<file path="src/rtl/kmkz_trap_ctrl_if.sv">
// Execute-stage <-> trap controller signal bundle; master = pipeline, slave = controller.
interface kmkz_trap_ctrl_if #(
   parameter int unsigned NUM_IRQ = 8
);
   logic               x_stall_i;
   logic               x_kill_i;
   logic               d_is_csr_i;
   logic               d_is_eret_i;
   logic [11:0]        d_csr_sel_i;
   logic [31:0]        x_csr_write_value_i;
   logic [3:0]         exp_sync_i;
   logic               exp_tick_i;
   logic [NUM_IRQ-1:0] irq_i;
   logic [31:0]        x_exception_pc_i;
   logic               x_exception_o;
   logic [31:0]        x_exception_pc_o;
   logic [31:0]        x_exception_vector_o;
   logic [31:0]        csr_mstatus_o;
   logic [31:0]        csr_mip_o;
   logic [31:0]        csr_mie_o;
   logic [31:0]        csr_mepc_o;
   logic [31:0]        csr_mcause_o;

   modport master (
      output x_stall_i, x_kill_i, d_is_csr_i, d_is_eret_i, d_csr_sel_i, x_csr_write_value_i,
             exp_sync_i, exp_tick_i, irq_i, x_exception_pc_i,
      input  x_exception_o, x_exception_pc_o, x_exception_vector_o, csr_mstatus_o,
             csr_mip_o, csr_mie_o, csr_mepc_o, csr_mcause_o
   );

   modport slave (
      input  x_stall_i, x_kill_i, d_is_csr_i, d_is_eret_i, d_csr_sel_i, x_csr_write_value_i,
             exp_sync_i, exp_tick_i, irq_i, x_exception_pc_i,
      output x_exception_o, x_exception_pc_o, x_exception_vector_o, csr_mstatus_o,
             csr_mip_o, csr_mie_o, csr_mepc_o, csr_mcause_o
   );
endinterface

</file>
<file path="src/rtl/kmkz_trap_ctrl.sv">
// Trap/interrupt controller for the Kamikaze-uRV execute stage: pending/enable CSRs, priority, RUN/TRAP FSM.
// Optional KMKZ_TRAP_VECTORED_EN: interrupts vector to TRAP_BASE + 4*cause.
module kmkz_trap_ctrl #(
   parameter int unsigned NUM_IRQ   = 8,
   parameter logic [15:0] IRQ_EDGE  = 16'h0000,
   parameter logic [31:0] TRAP_BASE = 32'h0000_0008
) (
   input logic             clk_i,
   input logic             rst_i,
   kmkz_trap_ctrl_if.slave bus
);
   localparam int unsigned XLEN = 32;
   localparam logic [11:0] CSR_MSTATUS = 12'h300;
   localparam logic [11:0] CSR_MIE     = 12'h304;
   localparam logic [11:0] CSR_MEPC    = 12'h341;
   localparam logic [11:0] CSR_MIP     = 12'h344;
   localparam logic [XLEN-1:0] IRQ_MASK   = XLEN'(((64'd1 << NUM_IRQ) - 64'd1) << 16);
   localparam logic [XLEN-1:0] MIE_MASK   = IRQ_MASK | XLEN'(32'h80);
   localparam logic [XLEN-1:0] EDGE_MASK  = XLEN'({IRQ_EDGE, 16'h0000}) & IRQ_MASK;
   localparam logic [XLEN-1:0] LEVEL_MASK = IRQ_MASK & ~EDGE_MASK;

   typedef enum logic {RUN = 1'b0, TRAP = 1'b1} state_e;

   state_e             state_q, state_d;
   logic               mst_mie_q, mst_mie_d;
   logic               mst_mpie_q, mst_mpie_d;
   logic [XLEN-1:0]    mie_q, mie_d;
   logic [XLEN-1:0]    mip_lat_q, mip_lat_d;
   logic [NUM_IRQ-1:0] hist_q;
   logic [XLEN-1:0]    mepc_q, mepc_d;
   logic [XLEN-1:0]    mcause_q, mcause_d;

   logic            upd_c, csr_we_c, take_c;
   logic [XLEN-1:0] irq_w_c, mip_c, elig_c, cause_c, vector_c;

   assign upd_c    = !bus.x_stall_i && !bus.x_kill_i;
   assign csr_we_c = upd_c && bus.d_is_csr_i;
   assign irq_w_c  = XLEN'(bus.irq_i) << 16;
   assign mip_c    = mip_lat_q | (irq_w_c & LEVEL_MASK);
   assign elig_c   = mip_c & mie_q & {XLEN{mst_mie_q}};
   assign take_c   = (state_q == RUN) && ((|bus.exp_sync_i) || (|elig_c));

   // Priority encode: later assignments win, so the highest priority is written last.
   always_comb begin
      cause_c = '0;
      if (elig_c[7]) cause_c = 32'h8000_0007;
      for (int n = int'(NUM_IRQ) - 1; n >= 0; n--) begin
         if (elig_c[16+n]) cause_c = 32'h8000_0000 | XLEN'(16 + n);
      end
      if (bus.exp_sync_i[3]) cause_c = 32'd6;
      if (bus.exp_sync_i[2]) cause_c = 32'd4;
      if (bus.exp_sync_i[1]) cause_c = 32'd3;
      if (bus.exp_sync_i[0]) cause_c = 32'd2;
   end

`ifdef KMKZ_TRAP_VECTORED_EN
   assign vector_c = cause_c[31] ? TRAP_BASE + XLEN'({cause_c[4:0], 2'b00}) : TRAP_BASE;
`else
   assign vector_c = TRAP_BASE;
`endif

   // Next state; trap entry and eret override CSR writes to mstatus/mepc.
   always_comb begin
      state_d    = state_q;
      mst_mie_d  = mst_mie_q;
      mst_mpie_d = mst_mpie_q;
      mie_d      = mie_q;
      mip_lat_d  = mip_lat_q;
      mepc_d     = mepc_q;
      mcause_d   = mcause_q;
      if (csr_we_c) begin
         unique case (bus.d_csr_sel_i)
            CSR_MSTATUS: begin
               mst_mie_d  = bus.x_csr_write_value_i[3];
               mst_mpie_d = bus.x_csr_write_value_i[7];
            end
            CSR_MIE:  mie_d     = bus.x_csr_write_value_i & MIE_MASK;
            CSR_MIP:  mip_lat_d = mip_lat_q & bus.x_csr_write_value_i;
            CSR_MEPC: mepc_d    = bus.x_csr_write_value_i;
            default: ;
         endcase
      end
      if (upd_c) begin
         unique case (state_q)
            RUN: if (take_c) begin
               state_d    = TRAP;
               mepc_d     = bus.x_exception_pc_i;
               mcause_d   = cause_c;
               mst_mpie_d = mst_mie_q;
               mst_mie_d  = 1'b0;
            end
            TRAP: if (bus.d_is_eret_i) begin
               state_d    = RUN;
               mst_mie_d  = mst_mpie_q;
               mst_mpie_d = 1'b1;
            end
            default: ;
         endcase
      end
      // New tick/edge events are captured regardless of stall and beat a same-cycle clear.
      mip_lat_d = mip_lat_d | (XLEN'(bus.exp_tick_i) << 7)
                            | (XLEN'(bus.irq_i & ~hist_q) << 16 & EDGE_MASK);
   end

   always_ff @(posedge clk_i or negedge rst_i) begin
      if (!rst_i) state_q <= RUN;
      else        state_q <= state_d;
   end

   always_ff @(posedge clk_i or negedge rst_i) begin
      if (!rst_i) begin
         mst_mie_q  <= 1'b0;
         mst_mpie_q <= 1'b0;
         mie_q      <= '0;
         mip_lat_q  <= '0;
         hist_q     <= '0;
         mepc_q     <= '0;
         mcause_q   <= '0;
      end else begin
         mst_mie_q  <= mst_mie_d;
         mst_mpie_q <= mst_mpie_d;
         mie_q      <= mie_d;
         mip_lat_q  <= mip_lat_d;
         hist_q     <= bus.irq_i;
         mepc_q     <= mepc_d;
         mcause_q   <= mcause_d;
      end
   end

   assign bus.x_exception_o        = take_c;
   assign bus.x_exception_pc_o     = mepc_q;
   assign bus.x_exception_vector_o = vector_c;
   assign bus.csr_mstatus_o        = {24'h0, mst_mpie_q, 3'b000, mst_mie_q, 3'b000};
   assign bus.csr_mip_o            = mip_c;
   assign bus.csr_mie_o            = mie_q;
   assign bus.csr_mepc_o           = mepc_q;
   assign bus.csr_mcause_o         = mcause_q;
endmodule

</file>
<file path="src/flat_wrapper.sv">
// flat-port wrapper written by rule: the top's interface ports become plain ports
module kmkz_trap_ctrl_flat 
#(
   parameter int unsigned NUM_IRQ   = 8,
   parameter logic [15:0] IRQ_EDGE  = 16'h0000,
   parameter logic [31:0] TRAP_BASE = 32'h0000_0008
)
  (clk_i, rst_i, bus_x_stall_i, bus_x_kill_i, bus_d_is_csr_i, bus_d_is_eret_i, bus_d_csr_sel_i, bus_x_csr_write_value_i, bus_exp_sync_i, bus_exp_tick_i, bus_irq_i, bus_x_exception_pc_i, bus_x_exception_o, bus_x_exception_pc_o, bus_x_exception_vector_o, bus_csr_mstatus_o, bus_csr_mip_o, bus_csr_mie_o, bus_csr_mepc_o, bus_csr_mcause_o);
  kmkz_trap_ctrl_if #(.NUM_IRQ(NUM_IRQ)) bus_i ();
  input logic clk_i;
  input logic rst_i;
  input wire logic [$bits(bus_i.x_stall_i)-1:0] bus_x_stall_i;
  input wire logic [$bits(bus_i.x_kill_i)-1:0] bus_x_kill_i;
  input wire logic [$bits(bus_i.d_is_csr_i)-1:0] bus_d_is_csr_i;
  input wire logic [$bits(bus_i.d_is_eret_i)-1:0] bus_d_is_eret_i;
  input wire logic [$bits(bus_i.d_csr_sel_i)-1:0] bus_d_csr_sel_i;
  input wire logic [$bits(bus_i.x_csr_write_value_i)-1:0] bus_x_csr_write_value_i;
  input wire logic [$bits(bus_i.exp_sync_i)-1:0] bus_exp_sync_i;
  input wire logic [$bits(bus_i.exp_tick_i)-1:0] bus_exp_tick_i;
  input wire logic [$bits(bus_i.irq_i)-1:0] bus_irq_i;
  input wire logic [$bits(bus_i.x_exception_pc_i)-1:0] bus_x_exception_pc_i;
  output wire logic [$bits(bus_i.x_exception_o)-1:0] bus_x_exception_o;
  output wire logic [$bits(bus_i.x_exception_pc_o)-1:0] bus_x_exception_pc_o;
  output wire logic [$bits(bus_i.x_exception_vector_o)-1:0] bus_x_exception_vector_o;
  output wire logic [$bits(bus_i.csr_mstatus_o)-1:0] bus_csr_mstatus_o;
  output wire logic [$bits(bus_i.csr_mip_o)-1:0] bus_csr_mip_o;
  output wire logic [$bits(bus_i.csr_mie_o)-1:0] bus_csr_mie_o;
  output wire logic [$bits(bus_i.csr_mepc_o)-1:0] bus_csr_mepc_o;
  output wire logic [$bits(bus_i.csr_mcause_o)-1:0] bus_csr_mcause_o;
  assign bus_i.x_stall_i = bus_x_stall_i;
  assign bus_i.x_kill_i = bus_x_kill_i;
  assign bus_i.d_is_csr_i = bus_d_is_csr_i;
  assign bus_i.d_is_eret_i = bus_d_is_eret_i;
  assign bus_i.d_csr_sel_i = bus_d_csr_sel_i;
  assign bus_i.x_csr_write_value_i = bus_x_csr_write_value_i;
  assign bus_i.exp_sync_i = bus_exp_sync_i;
  assign bus_i.exp_tick_i = bus_exp_tick_i;
  assign bus_i.irq_i = bus_irq_i;
  assign bus_i.x_exception_pc_i = bus_x_exception_pc_i;
  assign bus_x_exception_o = bus_i.x_exception_o;
  assign bus_x_exception_pc_o = bus_i.x_exception_pc_o;
  assign bus_x_exception_vector_o = bus_i.x_exception_vector_o;
  assign bus_csr_mstatus_o = bus_i.csr_mstatus_o;
  assign bus_csr_mip_o = bus_i.csr_mip_o;
  assign bus_csr_mie_o = bus_i.csr_mie_o;
  assign bus_csr_mepc_o = bus_i.csr_mepc_o;
  assign bus_csr_mcause_o = bus_i.csr_mcause_o;
  kmkz_trap_ctrl #(.NUM_IRQ(NUM_IRQ), .IRQ_EDGE(IRQ_EDGE), .TRAP_BASE(TRAP_BASE)) u_core (.clk_i(clk_i), .rst_i(rst_i), .bus(bus_i));
endmodule
</file>
<file path="config.mk">
export PLATFORM = sky130hd
export DESIGN_NAME = kmkz_trap_ctrl_flat
export DESIGN_NICKNAME = d
export VERILOG_FILES = /design/src/rtl/kmkz_trap_ctrl_if.sv /design/src/rtl/kmkz_trap_ctrl.sv /design/src/flat_wrapper.sv
export SDC_FILE = /design/constraint.sdc
export NUM_CORES = 1
export LEC_CHECK = 0
export CAP_MARGIN = 30
export CORE_AREA = 2 2 124 126
export DETAILED_ROUTE_END_ITERATION = 6
export DIE_AREA = 0 0 126 128
export PLACE_DENSITY = 0.77
export SETUP_SLACK_MARGIN = 0.3
export SLEW_MARGIN = 30
export SYNTH_ARGS = -nofsm -noshare
export SYNTH_HDL_FRONTEND = slang
export SYNTH_SLANG_ARGS = --single-unit
</file>
<file path="constraint.sdc">
create_clock -name clk_i -period 2.4 [get_ports clk_i]
set_clock_uncertainty 0.2 [all_clocks]
set_input_delay 0.72 -clock clk_i [delete_from_list [all_inputs] [get_ports clk_i]]
set_output_delay 0.72 -clock clk_i [all_outputs]
set_load 0.005 [all_outputs]
</file>
# After elaboration in Yosys (flattened, before gate mapping)
# Cells that the tools add are included.
word_totals:
  regBits: 108
  latch_bits: 0
  ramBits: 0
  mem_bits_ro: 0
  inputBits: 95
  output_inout_bits: 225
  word_cells: 62
  mem_count: 0
op_classes:
  add_sub_neg: 0
  mul: 0
  div: 0
  order_cmp: 0
  eq_ne: 4
  n_shift: 0
  n_mux: 35
  bitwise: 6
  n_reduce_logical: 10
ops:
  columns: ["cell", "n"]
  rows:
  - ["$mux W32", 20]
  - ["$and A32 B32 Y32", 2]
  - ["$eq A12 B10 Y1 const B", 4]
  - ["$and A32 B24 Y32", 1]
  - ["$or A32 B24 Y32", 1]
  - ["$or A32 B8 Y32", 1]
  - ["$reduce_or A32 Y1", 1]
  - ["$mux W1", 12]
  - ["$pmux W1 S2", 3]
  - ["$reduce_or A4 Y1", 1]
  - ["$logic_and A1 B1 Y1", 3]
  - ["$reduce_and A3 Y1", 1]
  - ["$logic_not A1 Y1", 2]
  - ["$reduce_and A2 Y1", 1]
  - ["$logic_or A1 B1 Y1", 1]
  - ["$not A1 Y1", 1]

# Logic depth before layout (Yosys ltp)
# Gate-level depths: netlist (run 1).
logic_depth:
  depth_word: 16
  depth_mapped: 7
  depth_no_buf: 5

# Worst setup path after synthesis (run 1)
# No wires, ideal clock.
synth_path:
  path_type: "input port to flip-flop"
  start: "input port bus_x_kill_i"
  end: "register u_core.mepc_q[13] (netlist: u_core.bus.csr_mepc_o[13])"
  setup_ns: 0.125
  t_arrival_ns: 2.191
  required_time_ns: 2.075
  setup_slack_ns: -0.116
  path_stages: 6
  n_path_buf: 1
  path_cell_list: "nor4b_4 > nand3_2 > nor3_4 > buf_6 > mux2_2 > mux2_4"
synth_via:
  elab_chain_cells: 7
synth_lines:
  columns: ["item", "line_no", "source"]
  rows:
  - ["start, declared", "flat_wrapper.sv:13", "input wire logic [$bits(bus_i.x_kill_i)-1:0] bus_x_kill_i;"]
  - ["$logic_not A1 Y1 (*)", "kmkz_trap_ctrl.sv:36", "assign upd_c = !bus.x_stall_i && !bus.x_kill_i;"]
  - ["$logic_and A1 B1 Y1 (*)", "kmkz_trap_ctrl.sv:36", null]
  - ["$logic_and A1 B1 Y1", "kmkz_trap_ctrl.sv:37", "assign csr_we_c = upd_c && bus.d_is_csr_i;"]
  - ["$mux W32", "kmkz_trap_ctrl.sv:71", "if (csr_we_c) begin"]
  - ["$mux W32", "kmkz_trap_ctrl.sv:85", "RUN: if (take_c) begin"]
  - ["$mux W32", "kmkz_trap_ctrl.sv:84", "unique case (state_q)"]
  - ["$mux W32 (*)", "kmkz_trap_ctrl.sv:83", "if (upd_c) begin"]
  - ["via u_core.mepc_d[13]", "kmkz_trap_ctrl.sv:30", "logic [XLEN-1:0] mepc_q, mepc_d;"]
  - ["end signal, assigned", "kmkz_trap_ctrl.sv:125", "mepc_q <= mepc_d;"]
  - ["end, declared", "kmkz_trap_ctrl.sv:30", null]
# The timed path passes the listed nets; every way through them passes the cells marked *.
# A chain may end at the register's enable or synchronous reset.

# Worst setup path in the final report (run 1)
layout_path:
  start: "input port bus_irq_i[3]"
  end: "output port bus_x_exception_o"
layout_via:
  elab_chain_cells: 6
layout_lines:
  columns: ["item", "line_no", "source"]
  rows:
  - ["start, declared", "flat_wrapper.sv:20", "input wire logic [$bits(bus_i.irq_i)-1:0] bus_irq_i;"]
  - ["$or A32 B24 Y32", "kmkz_trap_ctrl.sv:39", "assign mip_c = mip_lat_q | (irq_w_c & LEVEL_MASK);"]
  - ["$and A32 B24 Y32", "kmkz_trap_ctrl.sv:40", "assign elig_c = mip_c & mie_q & {XLEN{mst_mie_q}};"]
  - ["$and A32 B32 Y32", "kmkz_trap_ctrl.sv:40", null]
  - ["$reduce_or A32 Y1", "kmkz_trap_ctrl.sv:41", "assign take_c = (state_q == RUN) && ((|bus.exp_sync_i) || (|elig_c));"]
  - ["$logic_or A1 B1 Y1", "kmkz_trap_ctrl.sv:41", null]
  - ["$logic_and A1 B1 Y1", "kmkz_trap_ctrl.sv:41", null]
  - ["end, declared", "flat_wrapper.sv:22", "output wire logic [$bits(bus_i.x_exception_o)-1:0] bus_x_exception_o;"]
# No other way between the ends.

==> impl_metrics.tcl, run 1 <==
set metrics [dict create \
    status "complete, but fails checks" \
    violations "negative setup slack" \
    ioPinCount 320 \
    grtUsageMet2_pct 33.5 \
    fin_crit_ns 2.81 \
    grt_use_total_pct 18.9 \
    async_flop_share_pct 100 \
    worst_setup_path_start_kind "input pin" \
    first_iter_violations 114 \
    met3_usage_pct 4.34 \
    r2r_setup_slack_ns -0.20 \
    start_util_pct 34.8 \
    cts_root_buf "clkbuf_16" \
    hpwl_mm 10.6 \
    wl_per_cell_um 18.1 \
    hold_buffers 0 \
    htreeDepth 3 \
    port_buffers 207 \
    end_kind "primary output" \
    avgSynthCellArea_um2 11.6 \
    finalInstanceArea_um2 8250 \
    drc_errors 0 \
    fmax_mhz 356 \
    gp_congestion 0.836 \
    setup-violations-final 41 \
    synth_ff_type "dfrtp_1" \
    worstPathRequired_ns 1.48 \
    syn_inst 444 \
    rr_worst_depth 11 \
    critPathKind "in -> out" \
    dp.cells 825 \
    arrival_ns 1.89 \
    clk_pin_slew_worst_paths_ns 0.06 \
    rows 45 \
    cts_tree "yes" \
    synthDistinctLibCells 39 \
    grt_pass1_vias 4172 \
    hold_path.class "in -> async" \
    grt.busiest_layer "met2" \
    cts_buffers 9 \
    peakVddDrop_mv 0.465 \
    cp_max_fo 2 \
    timing.max_cap.violations 0 \
    dieArea_um2 16100 \
    syn2layout_area_growth_pct 59.4 \
    hold_viol_final 0 \
    synth_enable_flop_cells 0 \
    core_um2 14900 \
    layout_setup_ws_ns -0.412 \
    ys_seq_area_share_pct 39.2 \
    grt_overflow_total 0 \
    regToRegEndpoint "u_core.bus.csr_mepc_o[1]" \
    grt_max_degree 43 \
    ys_ff_latch 81 \
    synth_area_um2 5170 \
    rsz0062_at_grt "true" \
    ys_warn_count 0 \
    power.density_nw_per_um2 673 \
    clockBufferDepth 2 \
    num_vias 4003 \
    fp.dieH_um 128 \
    fin_util_pct 55.5 \
    antenna_found_initial 0 \
    nets 819 \
    via_per_inst 4.37 \
    slew_viol_final 0 \
    drtPass1Iterations 4 \
    fin_cells 916 \
    min_period_over_period_pct 117 \
    cts_num_sinks 81 \
    grt_pass1_wl_mm 23.5 \
    dieWidth_um 126 \
    drtAntennaViolNets 0 \
    insertion_delay_ns 0.34 \
    grt_use_met1_pct 22.3 \
    dpl_cell_area_um2 7030 \
    num_antenna_cells 0 \
    p_leak_nw 4.26 \
    r2r_start "u_core.mst_mie_q" \
    drt_wl_total_mm 16.6 \
    drive_gt1_share_pct 38.6 \
]
## flip-flops by register name, summed over array words and instances, names as in the netlist
| signal | count |
|---|---|
| u_core.bus.csr_mcause_o | 5 |
| u_core.mst_mpie_q | 1 |
| u_core.mst_mie_q | 1 |
| u_core.bus.csr_mepc_o | 32 |
| u_core.state_q | 1 |
| u_core.bus.csr_mie_o | 9 |
| u_core.mip_lat_q | 32 |
## how the worst max path moves through the flow
stage	from	endpoint	slack, ns
6_report	bus_irq_i[3]	bus_x_exception_o	-0.41
5_1_grt	u_core.mst_mie_q	bus_x_exception_o	-0.50
4_1_cts	bus_irq_i[3]	bus_x_exception_o	-0.42
3_5_place_dp	bus_irq_i[4]	bus_x_exception_o	-1.09
3_3_place_gp	bus_irq_i[5]	bus_x_exception_o	-1.06
2_1_floorplan	bus_x_kill_i	u_core.bus.csr_mepc_o[13]	-0.12
## synthesized netlist by cell type, drive strengths merged, types with 2 or more instances
library cell  number  area, um^2
buf              178        1370
dfrtp             81        2030
mux2              79         983
o21a              31         233
o211ai             8        60.1
or2                8        50.1
nand2              7        26.3
nor2               7        26.3
o21ai              4        20.0
clkbuf             3        11.3
nand3              3        20.0
nand4              3        31.3
nor3               3        26.3
nor4               3        48.8
nor4b              3        71.3
o211a              3        30.0
a211oi             2        15.0
a21oi              2        10.0
and3               2        13.8
conb               2        7.51
## power breakdown
group / internal (W) / leakage, nW / switching [W]
Clock: 0.000779 / 0.138 / 0.000542
Combinational: 0.00161 / 3.08 / 0.000784
Sequential: 0.00164 / 1.04 / 0.000203
Total: 0.00402 / 4.26 / 0.00153
## per-layer routing
metal  wire [um]  vias to the layer above
met5           0                        -
met4         314                        0
met3        1050                       28
met2        8780                      204
met1        6410                     1959
li1            -                     1812
## critical path: stages
cell and delay, ns:
buf_6 0.09, o211ai_1 0.21, buf_4 0.18, nand4_4 0.12
nor4b_4 0.35, nor2_1 0.08, buf_2 0.13
## placed cells by master (no fill, tap or decap), types with 3 or more instances in the layout
cell	count
nor4b_4	3
nand2_1	5
nor2_1	5
dlygate4sd2_1	108
or2_4	8
buf_6	36
o211a_1	3
o21ai_0	3
clkbuf_16	14
conb_1	112
mux2_2	7
dfrtp_1	80
clkdlybuf4s50_1	68
mux2_4	72
buf_2	11
buf_4	92
clkbuf_8	3
o21a_1	31
buf_16	5
o211ai_1	8
buf_12	7
## repair_timing
item | 4_1_cts | 5_1_grt
buffers inserted | 53 | 11
gates cloned | 5 | 7
setup endpoints to repair | 194 | 92
gates resized for setup | 297 | 31
pin swaps | 21 | 8
## cells by family after synthesis
family,after synthesis,synth area share [%]
buffers and inverters,182,26.7
DFF,81,39.2
muxes,80,19.2
AOI/OAI and AO/OA,55,7.86
and+or+nand+nor,44,6.89
other,2,0.145
## through the flow
step           setup TNS, ns  hold WS [ns]  setup WS, ns  total power, W
4_1_cts                -2.35        0.0997        -0.417         0.00551
3_5_place_dp          -48.45         0.275         -1.09         0.00400
2_1_floorplan          -3.95         0.224        -0.116         0.00305
6_report               -5.65        0.0998        -0.412         0.00555
5_1_grt                -8.39         0.116        -0.498         0.00584
3_3_place_gp          -43.95         0.272         -1.06         0.00395
## cell type report
cell class	count	area, um^2
sequential	81	2030
tap	188	235
fill	1264	6620
clock inverter	2	12.5
clock buffer	13	270
inverter	1	3.75
multi-input combinational	291	2430
timing repair buffer	340	3270
(Power assumes the default switching activity.)
==> inputs of run 2 (changes only) <==
CELL_PAD_IN_SITES_DETAIL_PLACEMENT = 0   (was not set)
CELL_PAD_IN_SITES_GLOBAL_PLACEMENT = 1   (was not set)
CORE_AREA = not set   (was 2 2 124 126)
CORE_UTILIZATION = 30   (was not set)
DIE_AREA = not set   (was 0 0 126 128)
PLACE_DENSITY = not set   (was 0.77)
PLACE_DENSITY_LB_ADDON = 0.1   (was not set)
clock period = 3.6 ns   (was 2.4 ns; I/O delays follow)
==> impl_metrics.tcl, run 2 (same netlist as run 1, synthesis figures left out) <==
set metrics [dict create \
    timing.max_cap.violations 0 \
    clk_pin_slew_worst_paths_ns 0.05 \
    timing.slew.headroom_pct 58.7 \
    fin_util_pct 43.2 \
    regToRegEndpoint "u_core.bus.csr_mepc_o[5]" \
    drive_gt1_share_pct 25.9 \
    critical_path_cell_count 7 \
    hold_viol_final 0 \
    grt_use_total_pct 15.2 \
    cts_buffers 9 \
    crit_chain "buf_2 -> o211ai_1 -> nand4_4 -> nor4b_4 -> buf_4 -> nor2_4 -> buf_6" \
    rsz0062_at_grt "true" \
    grt_max_degree 43 \
    drtPass1Iterations 4 \
    grt_pass1_vias 3595 \
    syn2layout_area_growth_pct 39.6 \
    crit_path_start "bus_irq_i[5]" \
    cts_tree "yes" \
    via_per_inst 4.12 \
    critPathKind "in -> out" \
    grt_pass1_wl_mm 20.5 \
    final_common_cell "clkdlybuf4s50_1" \
    hold_ws_ns 0.284 \
    insertion_delay_ns 0.34 \
    antenna_found_initial 0 \
    drt_wl_total_mm 13.4 \
    worst_setup_path_start_kind "input pin" \
    num_vias 3518 \
    fin_crit_ns 3.54 \
    critical_path_buf_inv_count 3 \
    drc_errors 0 \
    layout_setup_ws_ns 0.0591 \
    worstPathRequired_ns 2.32 \
    slew_viol_final 0 \
    start_util_pct 31.0 \
    fp.dieH_um 133 \
    setup-violations-final 0 \
    fin_cells 854 \
    rr_worst_depth 8 \
    drtAntennaViolNets 0 \
    final_cell_mix "193 x clkdlybuf4s50_1, 112 x conb_1, 81 x dfrtp_1" \
    r2r_start "u_core.mst_mie_q" \
    num_antenna_cells 0 \
    place_ws_ns -0.666 \
    wl_per_cell_um 15.7 \
    power.density_nw_per_um2 495 \
    nets 724 \
    tightest_slew_ns 0.620 \
    status "finished clean" \
    rows 47 \
    htreeDepth 3 \
    fmax_mhz 282 \
    p_leak_nw 3.26 \
    endpoint "bus_x_exception_o" \
    cp_max_fo 2 \
    total_power_w 0.00357 \
    r2r_setup_slack_ns 0.75 \
    dieWidth_um 133 \
    arrival_ns 2.26 \
    dp.cells 829 \
    cpPeakStageDelay_ns 0.30 \
    end_kind "primary output" \
    peakVddDrop_mv 0.239 \
    hold_buffers 0 \
    cp_top_family "simple AND/OR/NAND/NOR gates" \
    clockBufferDepth 2 \
    ioPinCount 320 \
    first_iter_violations 87 \
    cts_root_buf "clkbuf_16" \
    cts_num_sinks 81 \
    gp_congestion 0.780 \
    port_buffers 207 \
    cp_slowest_cell "o211ai_1" \
    min_period_over_period_pct 98.4 \
    core_um2 16700 \
    hpwl_mm 10.2 \
    hold_path.class "reg -> reg" \
    dieArea_um2 17800 \
    grt_overflow_total 0 \
]
run 2: cell count changes in the layout (fill, tap and decap cells not counted), sizes merged:
cell           before  now
buf               153   48
bufinv              0    1
clkbuf             19   14
clkdlybuf4s15       4    0
clkdlybuf4s50      68  193
clkinvlp            1    0
dlygate4sd2       108    4
dlymetal6s2s        1    0
run 2: what timing repair did:
action	in CTS	in global routing
setup buffers	6	3
resized for setup	45	0
pin swaps	15	4
endpoints found under the setup margin	9	1
run 2: through the flow:
step	instance area, um^2	setup TNS [ns]
2_1_floorplan	5590	0
3_3_place_gp	6860	-0.677
3_5_place_dp	6860	-0.666
4_1_cts	7200	0
5_1_grt	7220	0
6_report	7220	0
run 2: area by class of cell:
cell class	instances	area, um^2
fillers	1605	9480
repair buffers	245	2400
multi-input cells	291	2200
flip-flops and latches	81	2030
well taps	220	275
clock buffers	14	274
clock inverters	2	35.0
inverters	1	3.75
run 2: layer usage:
metal / track usage [%] / vias to the layer above / part of all wire (%)
met4: 4.10 / 0 / 0.92
met5: 0 / - / 0
met1: 17.6 / 1701 / 40
li1: - / 1617 / -
met2: 25.5 / 190 / 49
met3: 6.62 / 10 / 9.9
run 2: worst reg2reg max path, cell delays in order, from the launching register on:
cell and delay, ns:
dfrtp_1 0.73, o211ai_1 0.31, nand4_4 0.19, nor4b_4 0.06, buf_4 0.15, buf_4 0.14
nor4_4 0.37, buf_12 0.25, mux2_2 0.36
run 2: where the power goes:
part	internal (W)	switching, W
Clock	0.000594	0.000369
Combinational	0.000982	0.000363
Sequential	0.00109	0.000175
run 2: worst min-delay path by stage:
| stage | from | end | slack [ns] | cells after the start |
|---|---|---|---|---|
| detailed placement | u_core.mip_lat_q[6] | u_core.mip_lat_q[6] | 0.27 | 1 |
| CTS | u_core.mip_lat_q[2] | u_core.mip_lat_q[2] | 0.29 | 1 |
| floorplan | u_core.mip_lat_q[0] | u_core.mip_lat_q[0] | 0.26 | 1 |
| finish | u_core.mip_lat_q[24] | u_core.mip_lat_q[24] | 0.28 | 1 |
| global route | u_core.mip_lat_q[24] | u_core.mip_lat_q[24] | 0.31 | 1 |
| global placement | u_core.mip_lat_q[2] | u_core.mip_lat_q[2] | 0.27 | 1 |
